==> src/rtl/can_bitdestuff.sv <==
// Receive-side CAN bit de-stuffer: forwards data bits, drops stuff bits, flags six-in-a-row.
// Optional CAN_DESTUFF_ERRCNT_EN adds a saturating stuff-error counter output (stuff_err_cnt).
module can_bitdestuff #(
  parameter int unsigned STUFF_LEN = 5,
  parameter int unsigned RUN_W     = 3
) (
  input  logic       clk,
  input  logic       rst_n,
  input  logic       sample_point,
  input  logic       bit_in,
  input  logic       stuff_en,
  input  logic       clear,
  output logic       bit_out,
  output logic       bit_valid,
  output logic       stuff_removed,
`ifdef CAN_DESTUFF_ERRCNT_EN
  output logic       stuff_err,
  output logic [7:0] stuff_err_cnt
`else
  output logic       stuff_err
`endif
);

  localparam logic [RUN_W-1:0] RUN_MAX = RUN_W'(STUFF_LEN);
  localparam logic [RUN_W-1:0] RUN_ONE = RUN_W'(1);

  typedef enum logic [1:0] {
    IDLE         = 2'd0,
    ACTIVE       = 2'd1,
    EXPECT_STUFF = 2'd2,
    ERROR        = 2'd3
  } state_t;

  state_t           r_state;
  state_t           w_state_nxt;
  logic [RUN_W-1:0] r_run_cnt;
  logic [RUN_W-1:0] w_run_nxt;
  logic             r_prev_bit;
  logic             w_prev_nxt;
  logic             r_bit_out;
  logic             w_bit_out_nxt;
  logic             r_bit_valid;
  logic             w_bit_valid_nxt;
  logic             r_stuff_removed;
  logic             w_stuff_removed_nxt;
  logic             r_stuff_err;
  logic             w_stuff_err_nxt;

  // State, run tracking and registered outputs
  always_ff @(posedge clk or negedge rst_n) begin
    if (!rst_n) begin
      r_state         <= IDLE;
      r_run_cnt       <= '0;
      r_prev_bit      <= 1'b1;
      r_bit_out       <= 1'b1;
      r_bit_valid     <= 1'b0;
      r_stuff_removed <= 1'b0;
      r_stuff_err     <= 1'b0;
    end else begin
      r_state         <= w_state_nxt;
      r_run_cnt       <= w_run_nxt;
      r_prev_bit      <= w_prev_nxt;
      r_bit_out       <= w_bit_out_nxt;
      r_bit_valid     <= w_bit_valid_nxt;
      r_stuff_removed <= w_stuff_removed_nxt;
      r_stuff_err     <= w_stuff_err_nxt;
    end
  end

  // Next-state and output decode; clear overrides any sample in the same cycle
  always_comb begin
    w_state_nxt         = r_state;
    w_run_nxt           = r_run_cnt;
    w_prev_nxt          = r_prev_bit;
    w_bit_out_nxt       = r_bit_out;
    w_bit_valid_nxt     = 1'b0;
    w_stuff_removed_nxt = 1'b0;
    w_stuff_err_nxt     = r_stuff_err;

    if (clear) begin
      w_state_nxt     = IDLE;
      w_run_nxt       = '0;
      w_prev_nxt      = 1'b1;
      w_stuff_err_nxt = 1'b0;
    end else if (sample_point) begin
      unique case (r_state)
        IDLE: begin
          w_bit_valid_nxt = 1'b1;
          w_bit_out_nxt   = bit_in;
          if (stuff_en) begin
            w_run_nxt   = RUN_ONE;
            w_prev_nxt  = bit_in;
            w_state_nxt = ACTIVE;
          end
        end

        ACTIVE: begin
          w_bit_valid_nxt = 1'b1;
          w_bit_out_nxt   = bit_in;
          if (!stuff_en) begin
            w_run_nxt   = '0;
            w_state_nxt = IDLE;
          end else begin
            w_run_nxt  = (bit_in == r_prev_bit) ? (r_run_cnt + RUN_ONE) : RUN_ONE;
            w_prev_nxt = bit_in;
            if (w_run_nxt == RUN_MAX) begin
              w_state_nxt = EXPECT_STUFF;
            end
          end
        end

        // Consumed regardless of stuff_en so a stuff bit after the last CRC bit is dropped
        EXPECT_STUFF: begin
          if (bit_in != r_prev_bit) begin
            w_stuff_removed_nxt = 1'b1;
            w_run_nxt           = RUN_ONE;
            w_prev_nxt          = bit_in;
            w_state_nxt         = stuff_en ? ACTIVE : IDLE;
          end else begin
            w_stuff_err_nxt = 1'b1;
            w_state_nxt     = ERROR;
          end
        end

        ERROR: begin
          w_state_nxt = ERROR;
        end

        default: begin
          w_state_nxt = IDLE;
        end
      endcase
    end
  end

  assign bit_out       = r_bit_out;
  assign bit_valid     = r_bit_valid;
  assign stuff_removed = r_stuff_removed;
  assign stuff_err     = r_stuff_err;

`ifdef CAN_DESTUFF_ERRCNT_EN
  logic [7:0] r_err_cnt;

  // Counts entries into ERROR; only rst_n clears it
  always_ff @(posedge clk or negedge rst_n) begin
    if (!rst_n) begin
      r_err_cnt <= 8'd0;
    end else if ((r_state != ERROR) && (w_state_nxt == ERROR) && (r_err_cnt != 8'hFF)) begin
      r_err_cnt <= r_err_cnt + 8'd1;
    end
  end

  assign stuff_err_cnt = r_err_cnt;
`endif

endmodule
==> config.mk <==
export PLATFORM = sky130hd
export DESIGN_NAME = can_bitdestuff
export DESIGN_NICKNAME = d
export VERILOG_FILES = /design/src/rtl/can_bitdestuff.sv
export SDC_FILE = /design/constraint.sdc
export NUM_CORES = 1
export LEC_CHECK = 0
export ABC_AREA = 1
export BUFFER_PORTS_ARGS = -buffer_cell sky130_fd_sc_hd__buf_4
export CAP_MARGIN = 20
export CORE_ASPECT_RATIO = 1.2
export CORE_MARGIN = 1
export CORE_UTILIZATION = 40
export DETAILED_ROUTE_END_ITERATION = 7
export SLEW_MARGIN = 30
export SYNTH_ARGS = -nofsm -noshare
export SYNTH_HDL_FRONTEND = slang
export SYNTH_SLANG_ARGS = --single-unit
==> constraint.sdc <==
create_clock -name clk -period 1.6 [get_ports clk]
set_clock_uncertainty 0.05 [all_clocks]
set_input_delay 0.08 -clock clk [delete_from_list [all_inputs] [get_ports clk]]
set_output_delay 0.08 -clock clk [all_outputs]
set_load 0.1 [all_outputs]
# Word-level counts from Yosys, hierarchy flattened
# Cells that the tools add are included.
[word_totals] output_inout_bits=4 elab_cells=62 ff_bits=10 in_bits=6
[classes] n_eq_ne=11 reduce_logical=11 n_addsub=1 muxes=31 bitwise_logic=1
[ops] operator="3-bit two-way mux" count=6
[ops] operator="1-bit two-way mux" count=16
[ops] operator="2-bit two-way mux" count=6
[ops] operator="3-bit case mux with 3 select lines" count=1
[ops] operator="3-bit AND reduction" count=3
[ops] operator="2-bit case mux with 4 select lines" count=1
[ops] operator="4-bit AND reduction" count=2
[ops] operator="3-bit != test (second input constant)" count=2
[ops] operator="2-bit equality test (second input constant)" count=2
[ops] operator="4-bit != test (second input constant)" count=1
[ops] operator="2-bit nonzero test" count=2
[ops] operator="4-bit nonzero test" count=1
[ops] operator="3-bit by 1-bit adder with 3-bit output (second input constant)" count=1
[ops] operator="3-bit equality test (second input constant)" count=1
[ops] operator="3-bit by 1-bit != test with 1-bit output (second input constant)" count=1
[ops] operator="3-bit nonzero test" count=1
[ops] operator="2-bit by 1-bit equality test with 1-bit output (second input constant)" count=1
[ops] operator="2-bit logical NOT" count=1
[ops] operator="2-bit != test (second input constant)" count=1
[ops] operator="1-bit case mux with 2 select lines" count=1
[ops] operator="2-bit OR reduction" count=1
[ops] operator="1-bit equality test" count=1
[ops] operator="1-bit != test" count=1
[ops] operator="1-bit NOT" count=1

# Depth between registers and ports, before layout
# Gate-level depths: netlist (run 1).
[depth] ltp_word=8 depth_mapped=9 depth_no_buf=9

# Least setup slack after synthesis (run 1)
# No wires, ideal clock.
[synth_path] path_kind="reg2reg" startpoint="reg r_state[0]" endpoint="reg r_run_cnt[2]" path_stages_with_launch=10 synth_period_minus_slack_ps=1289 path_slack_ps=311 t_arrival_ps=1119 required_ps=1429 n_path_buf=0 setup_ps=121 path_cell_list="dfrtp_1 inv_1 ha_1 inv_1 nand3b_1 nand3_1 inv_1 nand2_2 nand2_1 o21ai_1"
[synth_between] elab_chain_cells=4 word_cells_on_any_way=10 cone_classes="4 x eq/ne; 3 x mux; 3 x reduce/logical"
[synth_rtl] item="from (decl)" line="34" text="state_t r_state;"
[synth_rtl] item="from (signal assigned)" line="60" text="r_state <= w_state_nxt;"
[synth_rtl] item="2-bit equality test (tied with other cells)" line="86" text="unique case (r_state)"
[synth_rtl] item="3-bit case mux with 3 select lines" line="86"
[synth_rtl] item="3-bit two-way mux" line="85" text="end else if (sample_point) begin"
[synth_rtl] item="3-bit two-way mux" line="80" text="if (clear) begin"
[synth_rtl] item="to (signal assigned)" line="61" text="r_run_cnt <= w_run_nxt;"
[synth_rtl] item="to (decl)" line="36" text="logic [RUN_W-1:0] r_run_cnt;"
# Parallel ways exist; a longest one is shown, timed or not. The select of a mux whose other input is x is not followed.
# A chain may end at the register's enable or synchronous reset.

# Worst setup path in the final report (run 1)
[layout_path] startpoint="reg r_state[0]" endpoint="reg r_run_cnt[0]"
# The elaborated chain is that of the path after synthesis.

==> metrics.md, run 1 <==
| Metric | Value |
|---|---|
| ANT cells | `0` |
| WL/cell | `10.8 um` |
| Crit path DAT | `1.55 ns` |
| Cell Area, Synth | `714 um^2` |
| Max Used Layer | `met4` |
| # nets final | `125` |
| Commonest non-fill, non-tap cell in the layout | `nand2_1` |
| Setup crit end kind | `flop` |
| Endpoints failing hold | `0` |
| Layout cell share with drive strength beyond 1 | `0.239` |
| Area Growth Syn to Fin | `17.5%` |
| Via total after detailed routing | `610` |
| Final Cycle Share | `0.902` |
| Drt via density | `4.66` |
| Instance count of the mapped netlist | `100` |
| Die Width | `40.6 um` |
| Overall Global Routing Usage | `0.170` |
| Row cnt | `16` |
| Cell taking the most area after synthesis | `dfrtp_1` |
| Total power divided by cell area | `1340 nW/um^2` |
| Synthesis Warnings | `0` |
| CTS root buffer | `clkbuf_4` |
| DP Cell Count | `126` |
| Number of I/O pins | `10` |
| Setup Total Neg Slack | `0 ns` |
| CP cell instances | `inv_1 -> ha_1 -> inv_1 -> nand3b_1 -> nand3_1 -> inv_1 -> nand2_2 -> nand2_1 -> nand2_1` |
| Global-route wire length before repair | `2.20 mm` |
| DRC viols | `0` |
| H-tree levels | `1` |
| Worst slew pin tran | `0.330 ns` |
| Critical Path Start Type | `flop` |
| Critical Path Most Common Cell | `inv_1` |
| GPL Wtd Cong | `0.848` |
| Max-slew violation count | `0` |
| Minimum clock period | `1.44 ns` |
| Die area | `1960 um^2` |
| Crit Path Category | `reg -> reg` |
| R2R Path Start | `r_state[0]$_DFFE_PN0P_` |
| Cts bufs inserted | `3` |
| Most frequent cells in the layout | `nand2_1, inv_1, buf_4, nand3_1, dfrtp_1` |
| Critical path startpoint | `r_state[0]$_DFFE_PN0P_` |
| Util after Layout | `0.505` |
| Post-DP HPWL | `1.15 mm` |
| CTS sink cnt | `10` |
| Area contributors post-synth | `dfrtp_1, nand2_1, ha_1, dfstp_2, inv_1` |
| Synthesized Nets | `111` |
| Average cell area after synthesis | `7.14 um^2` |
| First DRT Iteration DRCs | `11` |
| RSZ-0062 raised after global routing | `false` |
| Core area | `1660 um^2` |
| Distinct cell type count after synthesis | `23` |
| Placed Instance Area | `793 um^2` |
| Port Buf Inserts | `9` |
| Maximum VDD drop | `0.648 mV` |
| Largest net degree at the start of global routing | `11` |
| Skew-Pair Late Insertion Delay | `0.27 ns` |
| Share of the synthesized area in the top cell type | `0.280` |
| DR pass1 iterations | `3` |
| #FFs+latches synth | `10` |
| Filler cell count | `173` |
| Relative slew slack | `0.778` |
| CP max stage cell | `dfrtp_1` |
| Worst hold start | `bit_in` |
| Starting Density | `0.430` |
| Vias in the first global route | `545` |
| Pleak | `0.463 nW` |
| Reg clk slew, reported paths | `0.07 ns` |
| Type of the tightest min-delay check | `in -> reg` |
| Maximum root-to-sink buffer count | `2` |
| Slowest stage delay, CP | `0.42 ns` |
| CP required | `1.71 ns` |
| Antenna Nets Post-Route | `0` |
| Routed wl met2 | `649 um` |
| Final Power | `0.00112 W` |
| Peak Freq | `693 MHz` |
| Die Height | `48.3 um` |
| Antenna violations before repair | `0` |
| CP max FO | `5` |
| Met3 WL post-DR | `25 um` |
| Overall routed net length | `1.42 mm` |
| Gr ovfl total | `0` |
| Post-CTS sizing | `0` |
| Seq/Total Area, Yosys | `0.354` |
| Final setup violation count | `0` |
| Final cell count without fillers | `131` |
| Non-Filler Cell Area, Final | `840 um^2` |
| Outcome | `complete, no violations` |
| CTS tree | `yes` |
| Max-cap viol count | `0` |
| Wl on met1 | `722 um` |
-- sequential cells by signal, summed over array words and instances, names as in the netlist --
name           cells
stuff_removed      1
bit_out            1
r_run_cnt          3
r_state            2
r_prev_bit         1
bit_valid          1
stuff_err          1
-- stage by stage --
step,hold WS [ns],setup slack (ns)
after CTS,0.0263,0.154
after floorplan,-0.266,0.311
after global placement,-0.132,0.179
after global routing,0.0423,0.0108
final,0.0419,0.157
after detailed placement,-0.130,0.182
-- synthesized netlist by cell type --
cell / number
dfstp_2: 2
buf_6: 1
nor4_1: 1
inv_1: 12
nand3_2: 1
nand2_4: 1
nand3_1: 8
ha_1: 5
nand3b_1: 1
nor2_1: 7
a22o_1: 1
nor3_1: 1
clkinv_2: 1
nor2_2: 3
a21oi_1: 3
inv_8: 1
inv_2: 1
dfrtp_1: 8
o21ai_0: 2
nand2_1: 34
nand4_1: 1
nand2_2: 4
o21ai_1: 1
-- final cells by class --
cell class | instances | area, um^2 | area share
well taps | 18 | 22.5 | 0.0268
inverters | 15 | 65.1 | 0.0775
flip-flops and latches | 10 | 253 | 0.301
repair buffers | 10 | 77.6 | 0.0924
multi-input cells | 74 | 385 | 0.459
clock buffers | 4 | 36.3 | 0.0432
-- what timing repair did --
item	4_1_cts	5_1_grt
buffers inserted	0	0
hold buffers	1	0
setup endpoints to repair	0	0
hold endpoints to repair	10	0
-- power by group --
part	total (W)	leakage (nW)	internal, W	switching, W
logic	0.000522	0.313	0.000160	0.000361
registers	0.000374	0.129	0.000323	0.0000504
clock network	0.000229	0.0210	0.000138	0.0000913
total	0.00112	0.463	0.000622	0.000503
-- logic make-up after synthesis --
logic type,count (synthesis),share of synthesized area
and+or+nand+nor,62,0.398
adders and majority gates,5,0.0876
AOI/OAI and AO/OA,7,0.0543
buffers and inverters,16,0.107
DFF,10,0.354
-- worst max-delay path: cells and delay by family, from the launching register on --
family                     cells  cell delay [ns]
adders and majority gates      1             0.25
buffers and inverters          3             0.25
DFF                            1             0.42
and+or+nand+nor                5             0.36
-- routing by layer --
layer	GRT usage	up-vias
met5	0	-
met4	0.0800	0
met3	0.0137	2
met2	0.286	11
met1	0.217	259
li1	-	338
-- worst paths after layout --
kind | cells after the start | slack (ns) | end
min in group asynchronous | 2 | 0.13 | r_run_cnt[2]$_DFFE_PN0P_
setup / recovery | 9 | 0.16 | r_run_cnt[0]$_DFFE_PN0P_
setup reg to reg | 9 | 0.16 | r_run_cnt[0]$_DFFE_PN0P_
hold reg to reg | 2 | 0.44 | r_prev_bit$_DFFE_PN1P_
max in group asynchronous | 2 | 1.15 | r_prev_bit$_DFFE_PN1P_
hold / removal | 3 | 0.04 | bit_out$_DFFE_PN1P_
No activity file was read; power rests on OpenSTA's default activity.
==> run 2: changes to the inputs <==
Settings changed: CORE_UTILIZATION 40 to 45, PLACE_DENSITY from default to 0.65, SKIP_CTS_REPAIR_TIMING from default to 1.
==> run 2 against run 1 <==
- sequential cell count stayed put
- maximum frequency is 1.7% higher
- routed wire length is 0.21% lower
- critical path depth is 1 lower
- sequential power hardly changed
- core utilization is 6.2 points higher
- first-iteration DRC count is 82% higher
- global-route usage is 3.6 points higher
- critical endpoint is now r_run_cnt[2]$_DFFE_PN0P_
==> metrics.md, run 2 (synthesis results as in run 1) <==
| Metric | Value |
|---|---|
| First DRT Iteration DRCs | `20 (+9)` |
| Core area | `1460 um^2 (-12%)` |
| Met1 usage in global routing | `0.268 (+0.0510)` |
| CTS tree | `yes` |
| Drt via density | `5.01 (+7.5%)` |
| WL/cell | `10.9 um (+0.56%)` |
| Worst slew pin tran | `0.314 ns (-0.0157 ns)` |
| Sw Pwr | `0.000501 W (-0.40%)` |
| Clock Power Share | `0.173 (-0.031)` |
| M3 GR Usage | `0.0294 (+0.0157)` |
| CTS sink cnt | `10 (unchanged)` |
| Die Width | `38.4 um (-5.4%)` |
| Largest net degree at the start of global routing | `11 (unchanged)` |
| Global-route wire length before repair | `2.44 mm (+11%)` |
| Cts bufs inserted | `3 (unchanged)` |
| Type of the tightest min-delay check | `in -> reg` |
| Crit path DAT | `1.56 ns (about the same)` |
| Skew-Pair Late Insertion Delay | `0.27 ns (about the same)` |
| Post-DP HPWL | `1.12 mm (-2.9%)` |
| Vias in the first global route | `571 (+4.8%)` |
| Biggest regs | `r_run_cnt x3, r_state x2` |
| Max reg flops | `3 (unchanged)` |
| Maximum root-to-sink buffer count | `2 (unchanged)` |
| Final Cycle Share | `0.886 (-0.0151)` |
| Filler cell count | `160 (-7.5%)` |
| GPL Wtd Cong | `0.877 (+3.3%)` |
| Starting Density | `0.488 (+0.0581)` |
| Gr ovfl total | `0 (unchanged)` |
| Die area | `1750 um^2 (-11%)` |
| H-tree levels | `1 (unchanged)` |
| Critical path startpoint | `r_state[0]$_DFFE_PN0P_` |
| Setup Total Neg Slack | `0 ns (unchanged)` |
| Port Buf Inserts | `9 (unchanged)` |
| Reg clk slew, reported paths | `0.07 ns (about the same)` |
| Switch share | `0.463 (+0.0153)` |
| Maximum VDD drop | `0.627 mV (-3.2%)` |
| Layout cell share with drive strength beyond 1 | `0.239 (unchanged)` |
| Area of the multi-input gates | `388 um^2 (+0.65%)` |
| Worst setup slack after layout | `0.182 ns (+0.0242 ns)` |
| Comb power frac | `0.483 (+0.019)` |
| Met2 Use GR | `0.319 (+0.0329)` |
| Final setup violation count | `0 (unchanged)` |
| Storage element area | `253 um^2 (unchanged)` |
| Row cnt | `15 (-1)` |
| Die Height | `45.7 um (-5.5%)` |
| Relative slew slack | `0.788 (+0.0106)` |
| Biggest register | `r_run_cnt` |
| Via total after detailed routing | `651 (+6.7%)` |
| P_int | `0.000582 W (-6.4%)` |
| Area Growth Syn to Fin | `16.3%` |
| Max-cap viol count | `0 (unchanged)` |
| Overall routed net length | `1.42 mm (-0.21%)` |
| ANT cells | `0 (unchanged)` |
| Most Crowded Layer GR | `met2` |
| Critical Path Start Type | `flop` |
| R2R setup slack | `0.18 ns (+0.02 ns)` |
| CP max FO | `4 (-1)` |
| # nets final | `125 (unchanged)` |
| Sequential power share | `0.344 (+0.012)` |
| Peak Freq | `705 MHz (+1.7%)` |
| Minimum clock period | `1.42 ns (-0.0242 ns)` |
| DR pass1 iterations | `4 (+1)` |
| Worst slack, placed | `0.162 ns (-0.0203 ns)` |
| Number of I/O pins | `10 (unchanged)` |
| RSZ-0062 raised after global routing | `false` |
| DRC viols | `0 (unchanged)` |
| Antenna Nets Post-Route | `0 (unchanged)` |
| Antenna violations before repair | `0 (unchanged)` |
| Min Hold Slack | `0.0409 ns (-0.00105 ns)` |
| Endpoints failing hold | `0 (unchanged)` |
| Outcome | `complete, no violations` |
| Final Power | `0.00108 W (-3.7%)` |
| Pleak | `0.456 nW (-1.5%)` |
| Commonest non-fill, non-tap cell in the layout | `nand2_1` |
| Crit Path Category | `reg -> reg` |
| Setup crit end kind | `flop` |
| Worst hold start | `bit_in` |
| Util after Layout | `0.568 (+0.0623)` |
| Most frequent cells in the layout | `nand2_1, inv_1, buf_4, nand3_1, dfrtp_1` |
| Total power divided by cell area | `1300 nW/um^2 (-2.7%)` |
| Max-slew violation count | `0 (unchanged)` |
| CP required | `1.74 ns (+0.03 ns)` |
| CTS root buffer | `clkbuf_4` |
| Overall Global Routing Usage | `0.206 (+0.0358)` |
| R2R Path Start | `r_state[0]$_DFFE_PN0P_` |
==> run 2: changes by cell type in the layout (fill, tap and decap cells not counted) <==
cell      delta
clkbuf_1     +1
clkbuf_8     -1
ha_2         +1
ha_1         -1
==> run 2: final cells by class <==
cell class | instances | area share
clock buffer | 4 | 0.0316
inverter | 15 | 0.0783
multi-input combinational | 74 | 0.467
sequential | 10 | 0.304
tap | 17 | 0.0256
timing repair buffer | 10 | 0.0934
==> run 2: metrics by stage <==
step	cells	instance area, um^2
floorplan	100	714
global placement	125	792
detailed placement	125	792
CTS	129	818
global route	130	831
finish	130	831
==> run 2: critical path, cell delays in order, from the launching register on <==
cell and delay [ns]:
dfrtp_1 0.42, inv_1 0.10, ha_2 0.26, nand3b_1 0.16, nand3_1 0.09, inv_1 0.05, nand2_2 0.09, nand2_1 0.05
o21ai_1 0.06
==> run 2: metal layers <==
| layer | vias up | share of wire |
|---|---|---|
| met1 | 287 | 0.48 |
| met3 | 4 | 0.037 |
| li1 | 340 | - |
| met2 | 20 | 0.47 |
| met4 | 0 | 0.018 |
| met5 | - | 0 |
==> run 2: power groups by stage <==
stage / Clock, W / Sequential (W) / Combinational, W
6_report: 0.000187 / 0.000372 / 0.000524
5_1_grt: 0.000209 / 0.000380 / 0.000590
4_1_cts: 0.000191 / 0.000372 / 0.000520
3_5_place_dp: 0 / 0.000375 / 0.000519
3_3_place_gp: 0 / 0.000374 / 0.000515
2_1_floorplan: 0 / 0.000489 / 0.000298
==> run 2: worst paths after layout <==
| check | end | cells past startpoint |
|---|---|---|
| max in group asynchronous | r_prev_bit$_DFFE_PN1P_ | 2 |
| max | r_run_cnt[2]$_DFFE_PN0P_ | 8 |
| min in group asynchronous | stuff_removed$_DFF_PN0_ | 2 |
| min | bit_out$_DFFE_PN1P_ | 3 |
| max reg2reg | r_run_cnt[2]$_DFFE_PN0P_ | 8 |
| min reg2reg | r_prev_bit$_DFFE_PN1P_ | 2 |
